**src/rtl/adc_arb_pkg.sv**
```systemverilog
// Shared types and defaults for the ADC arbiter: FSM state encoding,
// default parameter values and an index-width helper.
package adc_arb_pkg;

  typedef enum logic [1:0] {
    IDLE = 2'd0,
    REQ  = 2'd1,
    REL  = 2'd2,
    ERR  = 2'd3
  } arb_state_e;

  localparam int unsigned DEF_N_CLIENTS = 2;
  localparam int unsigned DEF_DATA_W    = 8;
  localparam int unsigned DEF_TS_W      = 32;
  localparam int unsigned DEF_TIMEOUT   = 255;

  // Ceiling log2 with a floor of 1 so single-bit indices stay legal.
  function automatic int unsigned clog2(input int unsigned n);
    int unsigned r;
    r = 1;
    while ((64'd1 << r) < 64'(n)) r++;
    return r;
  endfunction

endpackage

```
**src/rtl/adc_arbiter_if.sv**
```systemverilog
// Client and ADC side signals of the ADC arbiter.
//   master : arbiter view (drives cli_rdy/cli_err/cli_dat/cli_ts/adc_req/busy)
//   slave  : environment view (drives cli_req/adc_rdy/adc_dat)
interface adc_arbiter_if
  import adc_arb_pkg::*;
#(
  parameter int unsigned N_CLIENTS = DEF_N_CLIENTS,
  parameter int unsigned DATA_W    = DEF_DATA_W,
  parameter int unsigned TS_W      = DEF_TS_W
) ();

  logic [N_CLIENTS-1:0] cli_req;
  logic [N_CLIENTS-1:0] cli_rdy;
  logic [N_CLIENTS-1:0] cli_err;
  logic [DATA_W-1:0]    cli_dat;
  logic [TS_W-1:0]      cli_ts;
  logic                 adc_req;
  logic                 adc_rdy;
  logic [DATA_W-1:0]    adc_dat;
  logic                 busy;

  modport master (
    input  cli_req, adc_rdy, adc_dat,
    output cli_rdy, cli_err, cli_dat, cli_ts, adc_req, busy
  );

  modport slave (
    output cli_req, adc_rdy, adc_dat,
    input  cli_rdy, cli_err, cli_dat, cli_ts, adc_req, busy
  );

endinterface

```
**src/rtl/sync_2ff.sv**
```systemverilog
// Two-flop synchroniser for signals asynchronous to clk.
//   clk, rst_n : clock, async active-low reset
//   d_i        : asynchronous input
//   q_o        : synchronised output (two cycles of latency)
module sync_2ff #(
  parameter int unsigned WIDTH = 1
) (
  input  logic             clk,
  input  logic             rst_n,
  input  logic [WIDTH-1:0] d_i,
  output logic [WIDTH-1:0] q_o
);

  logic [WIDTH-1:0] meta_q;
  logic [WIDTH-1:0] sync_q;

  always_ff @(posedge clk or negedge rst_n) begin
    if (!rst_n) begin
      meta_q <= '0;
      sync_q <= '0;
    end else begin
      meta_q <= d_i;
      sync_q <= meta_q;
    end
  end

  assign q_o = sync_q;

endmodule

```
**src/rtl/adc_arbiter.sv**
```systemverilog
// Round-robin arbiter sharing one four-phase ADC between N_CLIENTS capture
// clients. Runs the req/rdy handshake for the granted client, returns the
// sample with a timestamp, and aborts via a watchdog if the ADC stalls.
//   clk, reset : clock, async active-low reset
//   bus        : client requests/results and ADC handshake (master modport)
module adc_arbiter
  import adc_arb_pkg::*;
#(
  parameter int unsigned N_CLIENTS = DEF_N_CLIENTS,
  parameter int unsigned DATA_W    = DEF_DATA_W,
  parameter int unsigned TS_W      = DEF_TS_W,
  parameter int unsigned TIMEOUT   = DEF_TIMEOUT
) (
  input  logic           clk,
  input  logic           reset,
  adc_arbiter_if.master  bus
);

  localparam int unsigned IDX_W = clog2(N_CLIENTS);
  localparam int unsigned CW    = IDX_W + 1;
  localparam int unsigned WD_W  = clog2(TIMEOUT + 1);

  arb_state_e           state_q, state_d;
  logic [IDX_W-1:0]     g_q, g_d;
  logic [IDX_W-1:0]     rr_ptr_q, rr_ptr_d;
  logic [WD_W-1:0]      wd_q, wd_d;
  logic [TS_W-1:0]      ts_q;
  logic                 adc_req_q, adc_req_d;
  logic [N_CLIENTS-1:0] cli_rdy_q, cli_rdy_d;
  logic [N_CLIENTS-1:0] cli_err_q, cli_err_d;
  logic [DATA_W-1:0]    cli_dat_q, cli_dat_d;
  logic [TS_W-1:0]      cli_ts_q, cli_ts_d;
  logic                 busy_q, busy_d;

  logic                 rdy_s;
  logic                 found_c;
  logic [IDX_W-1:0]     win_c;
  logic [CW-1:0]        cand_c;
  logic [CW-1:0]        nxt_c;
  logic [N_CLIENTS-1:0] grant_oh_c;
  logic                 wd_exp_c;

  sync_2ff #(.WIDTH(1)) u_rdy_sync (
    .clk   (clk),
    .rst_n (reset),
    .d_i   (bus.adc_rdy),
    .q_o   (rdy_s)
  );

  // Round-robin search starting at rr_ptr, wrapping modulo N_CLIENTS.
  always_comb begin
    found_c = 1'b0;
    win_c   = '0;
    cand_c  = '0;
    for (int unsigned i = 0; i < N_CLIENTS; i++) begin
      cand_c = CW'(rr_ptr_q) + CW'(i);
      if (cand_c >= CW'(N_CLIENTS)) cand_c = cand_c - CW'(N_CLIENTS);
      if (!found_c && bus.cli_req[cand_c[IDX_W-1:0]]) begin
        found_c = 1'b1;
        win_c   = cand_c[IDX_W-1:0];
      end
    end
  end

  // Pointer advances past the winner.
  always_comb begin
    nxt_c = CW'(win_c) + CW'(1);
    if (nxt_c >= CW'(N_CLIENTS)) nxt_c = '0;
  end

  assign grant_oh_c = N_CLIENTS'(1) << g_q;
  // wd_q counts completed cycles in the state; this is the TIMEOUT-th one.
  assign wd_exp_c   = (wd_q == WD_W'(TIMEOUT - 1));

  // Next-state and registered-output logic.
  always_comb begin
    state_d   = state_q;
    g_d       = g_q;
    rr_ptr_d  = rr_ptr_q;
    wd_d      = (state_q == IDLE) ? '0 : wd_q + WD_W'(1);
    adc_req_d = adc_req_q;
    cli_rdy_d = '0;
    cli_err_d = '0;
    cli_dat_d = cli_dat_q;
    cli_ts_d  = cli_ts_q;

    case (state_q)
      IDLE: begin
        if (found_c) begin
          g_d       = win_c;
          rr_ptr_d  = nxt_c[IDX_W-1:0];
          adc_req_d = 1'b1;
          wd_d      = '0;
          state_d   = REQ;
        end
      end
      REQ: begin
        adc_req_d = 1'b1;
        if (rdy_s) begin
          cli_dat_d = bus.adc_dat;
          cli_ts_d  = ts_q;
          cli_rdy_d = grant_oh_c;
          adc_req_d = 1'b0;
          wd_d      = '0;
          state_d   = REL;
        end else if (wd_exp_c) begin
          cli_err_d = grant_oh_c;
          adc_req_d = 1'b0;
          wd_d      = '0;
          state_d   = ERR;
        end
      end
      REL: begin
        adc_req_d = 1'b0;
        if (!rdy_s) begin
          wd_d    = '0;
          state_d = IDLE;
        end else if (wd_exp_c) begin
          cli_err_d = grant_oh_c;
          wd_d      = '0;
          state_d   = IDLE;
        end
      end
      ERR: begin
        adc_req_d = 1'b0;
        if (!rdy_s || wd_exp_c) begin
          wd_d    = '0;
          state_d = IDLE;
        end
      end
      default: begin
        adc_req_d = 1'b0;
        wd_d      = '0;
        state_d   = IDLE;
      end
    endcase

    busy_d = (state_d != IDLE);
  end

  always_ff @(posedge clk or negedge reset) begin
    if (!reset) begin
      state_q   <= IDLE;
      g_q       <= '0;
      rr_ptr_q  <= '0;
      wd_q      <= '0;
      ts_q      <= '0;
      adc_req_q <= 1'b0;
      cli_rdy_q <= '0;
      cli_err_q <= '0;
      cli_dat_q <= '0;
      cli_ts_q  <= '0;
      busy_q    <= 1'b0;
    end else begin
      state_q   <= state_d;
      g_q       <= g_d;
      rr_ptr_q  <= rr_ptr_d;
      wd_q      <= wd_d;
      ts_q      <= ts_q + TS_W'(1);
      adc_req_q <= adc_req_d;
      cli_rdy_q <= cli_rdy_d;
      cli_err_q <= cli_err_d;
      cli_dat_q <= cli_dat_d;
      cli_ts_q  <= cli_ts_d;
      busy_q    <= busy_d;
    end
  end

  assign bus.adc_req = adc_req_q;
  assign bus.cli_rdy = cli_rdy_q;
  assign bus.cli_err = cli_err_q;
  assign bus.cli_dat = cli_dat_q;
  assign bus.cli_ts  = cli_ts_q;
  assign bus.busy    = busy_q;

endmodule

```
**src/flat_wrapper.sv**
```systemverilog
// flat-port wrapper written by rule: the top's interface ports become plain ports
module adc_arbiter_flat import adc_arb_pkg::*;
#(
  parameter int unsigned N_CLIENTS = DEF_N_CLIENTS,
  parameter int unsigned DATA_W    = DEF_DATA_W,
  parameter int unsigned TS_W      = DEF_TS_W,
  parameter int unsigned TIMEOUT   = DEF_TIMEOUT
)
  (clk, reset, bus_cli_req, bus_adc_rdy, bus_adc_dat, bus_cli_rdy, bus_cli_err, bus_cli_dat, bus_cli_ts, bus_adc_req, bus_busy);
  adc_arbiter_if #(.N_CLIENTS(N_CLIENTS), .DATA_W(DATA_W), .TS_W(TS_W)) bus_i ();
  input  logic clk;
  input  logic reset;
  input wire logic [$bits(bus_i.cli_req)-1:0] bus_cli_req;
  input wire logic [$bits(bus_i.adc_rdy)-1:0] bus_adc_rdy;
  input wire logic [$bits(bus_i.adc_dat)-1:0] bus_adc_dat;
  output wire logic [$bits(bus_i.cli_rdy)-1:0] bus_cli_rdy;
  output wire logic [$bits(bus_i.cli_err)-1:0] bus_cli_err;
  output wire logic [$bits(bus_i.cli_dat)-1:0] bus_cli_dat;
  output wire logic [$bits(bus_i.cli_ts)-1:0] bus_cli_ts;
  output wire logic [$bits(bus_i.adc_req)-1:0] bus_adc_req;
  output wire logic [$bits(bus_i.busy)-1:0] bus_busy;
  assign bus_i.cli_req = bus_cli_req;
  assign bus_i.adc_rdy = bus_adc_rdy;
  assign bus_i.adc_dat = bus_adc_dat;
  assign bus_cli_rdy = bus_i.cli_rdy;
  assign bus_cli_err = bus_i.cli_err;
  assign bus_cli_dat = bus_i.cli_dat;
  assign bus_cli_ts = bus_i.cli_ts;
  assign bus_adc_req = bus_i.adc_req;
  assign bus_busy = bus_i.busy;
  adc_arbiter #(.N_CLIENTS(N_CLIENTS), .DATA_W(DATA_W), .TS_W(TS_W), .TIMEOUT(TIMEOUT)) u_core (.clk(clk), .reset(reset), .bus(bus_i));
endmodule
```
**config.mk**
```make
export PLATFORM = sky130hd
export DESIGN_NAME = adc_arbiter_flat
export DESIGN_NICKNAME = d
export VERILOG_FILES = /design/src/rtl/adc_arb_pkg.sv /design/src/rtl/adc_arbiter_if.sv /design/src/rtl/sync_2ff.sv /design/src/rtl/adc_arbiter.sv /design/src/flat_wrapper.sv
export SDC_FILE = /design/constraint.sdc
export NUM_CORES = 1
export LEC_CHECK = 0
export CAP_MARGIN = 20
export CORE_MARGIN = 3
export CORE_UTILIZATION = 48
export DETAILED_ROUTE_END_ITERATION = 10
export MAX_ROUTING_LAYER = met4
export PLACE_DENSITY = 0.76
export SLEW_MARGIN = 20
export SYNTH_ARGS = -nofsm -noshare
export SYNTH_HDL_FRONTEND = slang
export SYNTH_HIERARCHICAL = 1
export SYNTH_SLANG_ARGS = --single-unit
```
**constraint.sdc**
```tcl
create_clock -name clk -period 1.8 [get_ports clk]
set_input_delay 0.18 -clock clk [delete_from_list [all_inputs] [get_ports clk]]
set_output_delay 0.18 -clock clk [all_outputs]
set_load 0.02 [all_outputs]
```
==> results of run 1 <==
-- sequential cells by signal (all words and copies together), names as in the netlist --
name	flops
u_core/bus.busy	1
u_core/bus.adc_req	1
u_core/bus.cli_ts	32
u_core/bus.cli_err	2
u_core/rr_ptr_q	1
u_core/bus.cli_dat	8
u_core/u_rdy_sync/meta_q	1
u_core/state_q	2
u_core/ts_q	32
u_core/bus.cli_rdy	2
u_core/wd_q	8
u_core/u_rdy_sync/q_o	1
u_core/g_q	1
-- synth_stat cells, types with 2 or more instances --
cell	instances
xor2_1	19
clkbuf_1	5
a211oi_1	2
nand2_1	19
a21oi_1	4
nor3_2	8
ha_1	7
nor3_1	3
a31oi_1	2
xnor2_1	17
nor4_2	5
or3_1	3
dfrtp_1	92
nand4_1	4
mux2_2	35
inv_1	12
and2_1	2
and4_1	5
nand3_1	14
o21ai_0	7
buf_6	2
and3_1	3
nor2_1	18
-- critical path: stages, from the launching register on --
cell and delay [ns]:
dfrtp_1 0.41, nand2_1 0.12, or4_4 0.66, nor4_2 0.32
xor2_1 0.16
-- metal layers --
metal	wire length (um)	share of wire	global-route usage	vias to the layer above
met5	0	0	-	-
met4	140	0.020	0.07820	0
met3	253	0.036	0.03440	14
met2	3227	0.46	0.2570	57
met1	3414	0.49	0.2329	1254
li1	-	-	-	1205
-- power breakdown --
| group | internal, mW | leakage [nW] | total [mW] | switching, mW |
|---|---|---|---|---|
| clock | 0.518 | 0.0848 | 1.17 | 0.651 |
| sequential | 2.32 | 1.22 | 2.46 | 0.141 |
| combinational | 0.838 | 0.926 | 1.65 | 0.808 |
| total | 3.67 | 2.23 | 5.27 | 1.60 |
-- cell usage in the layout, fill, tap and decap left out, types with 2 or more instances in the layout --
cell type,instances
dfrtp_1,92
clkdlybuf4s50_1,57
mux2_2,35
xor2_1,19
nor2_1,18
nand2_1,18
xnor2_1,17
nand3_1,13
buf_4,12
inv_1,12
clkbuf_8,10
nor3_2,8
o21ai_0,7
ha_1,7
and4_1,5
a21oi_1,4
nand4_1,4
nor4_2,4
clkinv_2,3
and3_1,3
nor3_1,3
or3_1,3
buf_12,3
or4_4,2
a211oi_1,2
and2_1,2
nand3_2,2
a31oi_1,2
-- area by class of cell --
class                           instances  area (um2)  share of cell area
Clock inverter                          3       15.01            0.003065
Sequential cell                        92        2302              0.4700
Timing Repair Buffer                   73       730.7              0.1492
Multi-Input combinational cell        194        1536              0.3137
Tap cell                              102       127.6             0.02605
Inverter                               12       45.04            0.009195
Clock buffer                           11       141.4             0.02886
-- repair_timing --
| item | CTS | global route |
|---|---|---|
| gates resized for setup | 0 | 6 |
| endpoints found under the hold margin | 92 | 0 |
| hold buffers | 1 | 0 |
| endpoints found under the setup margin | 0 | 7 |
| buffers inserted | 0 | 2 |
-- worst max path at each step --
stage                                              to                         from  slack, ns  cells past startpoint
floorplan           u_core/bus.cli_dat[1]$_DFFE_PN0P_  u_core/state_q[1]$_DFF_PN0_      0.005                      6
global placement            u_core/ts_q[24]$_DFF_PN0_     u_core/ts_q[0]$_DFF_PN0_       0.09                      5
detailed placement          u_core/bus.busy$_DFF_PN0_     u_core/wd_q[0]$_DFF_PN0_       0.08                      6
CTS                         u_core/ts_q[24]$_DFF_PN0_     u_core/ts_q[0]$_DFF_PN0_       0.06                      5
global route                u_core/ts_q[28]$_DFF_PN0_    u_core/ts_q[13]$_DFF_PN0_      -0.01                      4
finish                      u_core/ts_q[24]$_DFF_PN0_    u_core/ts_q[13]$_DFF_PN0_       0.06                      4
-- logic make-up after synthesis --
| kind of cell | Yosys count | synth area share |
|---|---|---|
| buffers and inverters | 20 | 0.02316 |
| DFF | 92 | 0.5920 |
| xor gates and xnor gates | 36 | 0.08108 |
| adders and majority gates | 7 | 0.02252 |
| muxes | 35 | 0.1014 |
| and+or+nand+nor | 93 | 0.1445 |
| AOI/OAI and AO/OA | 22 | 0.03539 |
==> impl_metrics.yaml, run 1 <==
routing:
  ant_nets: 0
  num_vias: 2530
  routed_wl_um: 7035
  vias_per_cell: 5.195
  drt-initial-drc-count: 75
  route.detailed.wl_per_inst_um: 14.45
  drtPass1Iterations: 6
  route.detailed.drc: 0
logic_synthesis:
  netlist.area_leader.share: 0.5920
  ys_seq_elements: 92
  synth.avg_cell_area_um2: 12.75
  synth_area_mm2: 0.003889
  synth_top_flop_cell: "dfrtp_1"
  syn_nets: 325
  synthArstFlopShare: 1.000
  synth_top_area_cell: "dfrtp_1"
  yosysUniqueCellTypes: 40
  synth-edff-count: 0
  synth_warnings: 6
  synth_area_leaders: "dfrtp_1 (59%), mux2_2 (10%), xor2_1 (4.3%)"
  synth.yosys.seq_area_share: 0.5920
  synthCells: 305
setup_path:
  critPathLaunchType: "flip-flop"
  critPathMaxFanout: 9
  r2r_end: "u_core/ts_q[24]$_DFF_PN0_"
  cp_data_arrival_time_ns: 2.02
  reg2reg_from: "u_core/ts_q[13]$_DFF_PN0_"
  rr_worst_depth: 4
  rrSetupSlack_ns: 0.06
  worst-setup-path-type: "reg -> reg"
  critPathCaptureType: "flip-flop"
  crit_required_ns: 2.08
layout:
  fillCellCount: 644
  fin_cells: 487
  nNetsFinal: 402
  drive_gt1_frac: 0.2208
  area_growth_pct: 25.97
  num_antenna_cells: 0
  final_util: 0.6274
  postLayoutCellArea_mm2: 0.004898
sta:
  drv_slew: 0
  hold_ws_ns: 0.2641
  hold_violations: 0
  skew_ns: 0.009841
  rsz0062_at_grt: "true"
  setup_ws_ns: 0.05936
  setup_violations: 0
  min_period_ns: 1.741
  finalSetupTns_ns: 0
  tightest_slew_ns: 0.4682
  timing.fmax_mhz: 574.5
  final.period_utilization: 0.9670
  slew-limit-headroom: 0.6879
hold_path:
  hp-start: "bus_adc_rdy"
  holdPathEnd: "u_core/u_rdy_sync/meta_q$_DFF_PN0_"
  min_path_cells: 1
  min_path_type: "in -> reg"
placement:
  dp_hpwl_um: 4737
  post_dp_cell_area_mm2: 0.004679
  port_buffers: 58
  dp_cells: 469
  globalplace.congestion: 0.9318
  dpl_worst_slack_ns: 0.07729
grt:
  antenna_found_initial: 0
  grt_use_total: 0.1739
  grt_pass1_wl_um: 11940
  grt_pass1_vias: 2548
  grt-ovfl-total: 0
  grt_max_degree: 93
floorplan:
  ios: 59
  core_area_mm2: 0.007807
  fp.dieW_um: 96.01
  die-height_um: 96.01
  start_util: 0.4981
  die_area_mm2: 0.009218
  rows: 32
power:
  leakagePower_nw: 2.229
  pwr_density_cell_mw_per_mm2: 1076
  vdd_drop_max_mv: 0.5561
  total_power_mw: 5.272
status:
  outcome: "finished, final reports clean"
clock_tree:
  clk-insertion-delay-late_ns: 0.35
  cts_made_buffers: 9
  htree_levels: 3
  cts.sinks: 92
  clk_root_buffer_cell: "clkbuf_8"
  cts.clk_slew.worst_paths_ns: 0.08
  cts_buffer_depth: 2
  cts_tree: "done"
job:
  max-cap-violations: 0
(Power assumes the default switching activity.)
==> inputs of run 2 (changes only) <==
--- a/config.mk
+++ b/config.mk
@@ -11,6 +11,7 @@
 export DETAILED_ROUTE_END_ITERATION = 10
 export MAX_ROUTING_LAYER = met4
 export PLACE_DENSITY = 0.76
+export RECOVER_POWER = 25
 export SLEW_MARGIN = 20
 export SYNTH_ARGS = -nofsm -noshare
 export SYNTH_HDL_FRONTEND = slang
==> run 2 against run 1 <==
Clock skew barely moved. Utilization fell by 0.16 points. Critical path depth did not move.
==> impl_metrics.yaml, run 2 (same netlist as run 1, synthesis figures left out) <==
layout:
  postLayoutCellArea_mm2: 0.004886
  drive_gt1_frac: 0.2208
  final_cell_mix: "dfrtp_1 (92), clkdlybuf4s50_1 (56), mux2_2 (35)"
  multi_input_area_mm2: 0.001536
  final_common_cell: "dfrtp_1"
  final_util: 0.6258
  num_antenna_cells: 0
  nNetsFinal: 402
  fillCellCount: 646
  area_growth_pct: 25.64
  seqCellArea_mm2: 0.002302
placement:
  globalplace.congestion: 0.9318
  dp_hpwl_um: 4737
  port_buffers: 58
  post_dp_cell_area_mm2: 0.004679
routing:
  drt-initial-drc-count: 75
  vias_per_cell: 5.199
  routed_wl_um: 7041
  route.detailed.wl_per_inst_um: 14.46
  route.detailed.drc: 0
  num_vias: 2532
  ant_nets: 0
  drtPass1Iterations: 6
grt:
  grt_pass1_vias: 2548
  grt_use_total: 0.1739
  grt-ovfl-total: 0
  antenna_found_initial: 0
  grt_pass1_wl_um: 11940
  grt_max_degree: 93
setup_path:
  slowest_delay_ns: 0.66
  setup.worst_path.start: "u_core/ts_q[13]$_DFF_PN0_"
  cp_data_arrival_time_ns: 2.02
  rr_worst_depth: 4
  cp.depth: 4
  r2r_end: "u_core/ts_q[24]$_DFF_PN0_"
  cp_num_buf_inv: 0
  critPathMaxFanout: 9
  crit_family: "simple AND/OR/NAND/NOR gates"
  critPathCaptureType: "flip-flop"
  worst-setup-path-type: "reg -> reg"
  reg2reg_from: "u_core/ts_q[13]$_DFF_PN0_"
  critPathLaunchType: "flip-flop"
  crit_required_ns: 2.08
  crit_chain: "nand2_1, or4_4, nor4_2, xor2_1"
  rrSetupSlack_ns: 0.06
  critPathSlowestCell: "or4_4"
  endpoint: "u_core/ts_q[24]$_DFF_PN0_"
power:
  pwr_density_cell_mw_per_mm2: 1078
  leakagePower_nw: 2.224
  total_power_mw: 5.268
  vdd_drop_max_mv: 0.5561
sta:
  setup_violations: 0
  slew-limit-headroom: 0.2017
  drv_slew: 0
  skew_ns: 0.009841
  timing.fmax_mhz: 574.2
  rsz0062_at_grt: "true"
  hold_ws_ns: 0.3608
  final.period_utilization: 0.9675
  finalSetupTns_ns: 0
  tightest_slew_ns: 1.197
  hold_violations: 0
  min_period_ns: 1.741
job:
  max-cap-violations: 0
clock_tree:
  htree_levels: 3
  cts_made_buffers: 9
  cts.sinks: 92
  cts_tree: "done"
  cts.clk_slew.worst_paths_ns: 0.08
  clk_root_buffer_cell: "clkbuf_8"
  clk-insertion-delay-late_ns: 0.35
  cts_buffer_depth: 2
floorplan:
  core_area_mm2: 0.007807
  die_area_mm2: 0.009218
  ios: 59
  rows: 32
  start_util: 0.4981
  die-height_um: 96.01
  fp.dieW_um: 96.01
hold_path:
  min_path_type: "reg -> reg"
status:
  outcome: "finished, final reports clean"
-- run 2: changes by cell type in the layout (fill, tap and decap cells not counted), sizes merged --
cell,before,now
buf,15,13
clkdlybuf4s50,57,56
dlygate4sd3,1,2
clkbuf,11,13
-- run 2: per-stage QoR --
step / setup slack [ns] / std cells
finish: 0.05852 / 487
global route: -0.01434 / 487
CTS: 0.05677 / 484
detailed placement: 0.07729 / 469
global placement: 0.09400 / 469
floorplan: 0.005300 / 305
-- run 2: power breakdown --
part | total, mW | internal (mW) | leakage (nW) | switching (mW)
Combinational | 1.64 | 0.834 | 0.921 | 0.807
Clock | 1.17 | 0.518 | 0.0848 | 0.651
Sequential | 2.46 | 2.32 | 1.22 | 0.141
Total | 5.27 | 3.67 | 2.22 | 1.60
-- run 2: routing by layer --
layer	wire, um	vias up	track usage
met4	140	0	0.07820
met1	3418	1256	0.2329
met5	0	-	-
met2	3228	57	0.2570
met3	253	14	0.03440
li1	-	1205	-
-- run 2: how the worst min path moves through the flow --
stage	startpoint	end	slack, ns	depth (start not counted)
final	u_core/u_rdy_sync/meta_q$_DFF_PN0_	u_core/u_rdy_sync/q_o$_DFF_PN0_	0.36	0
after CTS	bus_adc_rdy	u_core/u_rdy_sync/meta_q$_DFF_PN0_	0.25	1
after global placement	reset	u_core/bus.cli_ts[10]$_DFFE_PN0P_	0.26	2
after detailed placement	reset	u_core/bus.cli_ts[10]$_DFFE_PN0P_	0.27	2
after global routing	bus_adc_rdy	u_core/u_rdy_sync/meta_q$_DFF_PN0_	0.37	1
after floorplan	reset	u_core/bus.adc_req$_DFFE_PN0P_	-0.12	0
-- run 2: area by class of cell --
cell class | count | share of cell area
sequential | 92 | 0.4712
tap | 102 | 0.02612
multi-input combinational | 194 | 0.3145
clock buffer | 11 | 0.02894
timing repair buffer | 73 | 0.1470
clock inverter | 3 | 0.003073
inverter | 12 | 0.009219
-- run 2: repair_timing --
| action | CTS | global route |
|---|---|---|
| setup buffers | 0 | 2 |
| resized for setup | 0 | 6 |
| endpoints found under the setup margin | 0 | 7 |
| hold buffers | 1 | 0 |
| endpoints found under the hold margin | 92 | 0 |
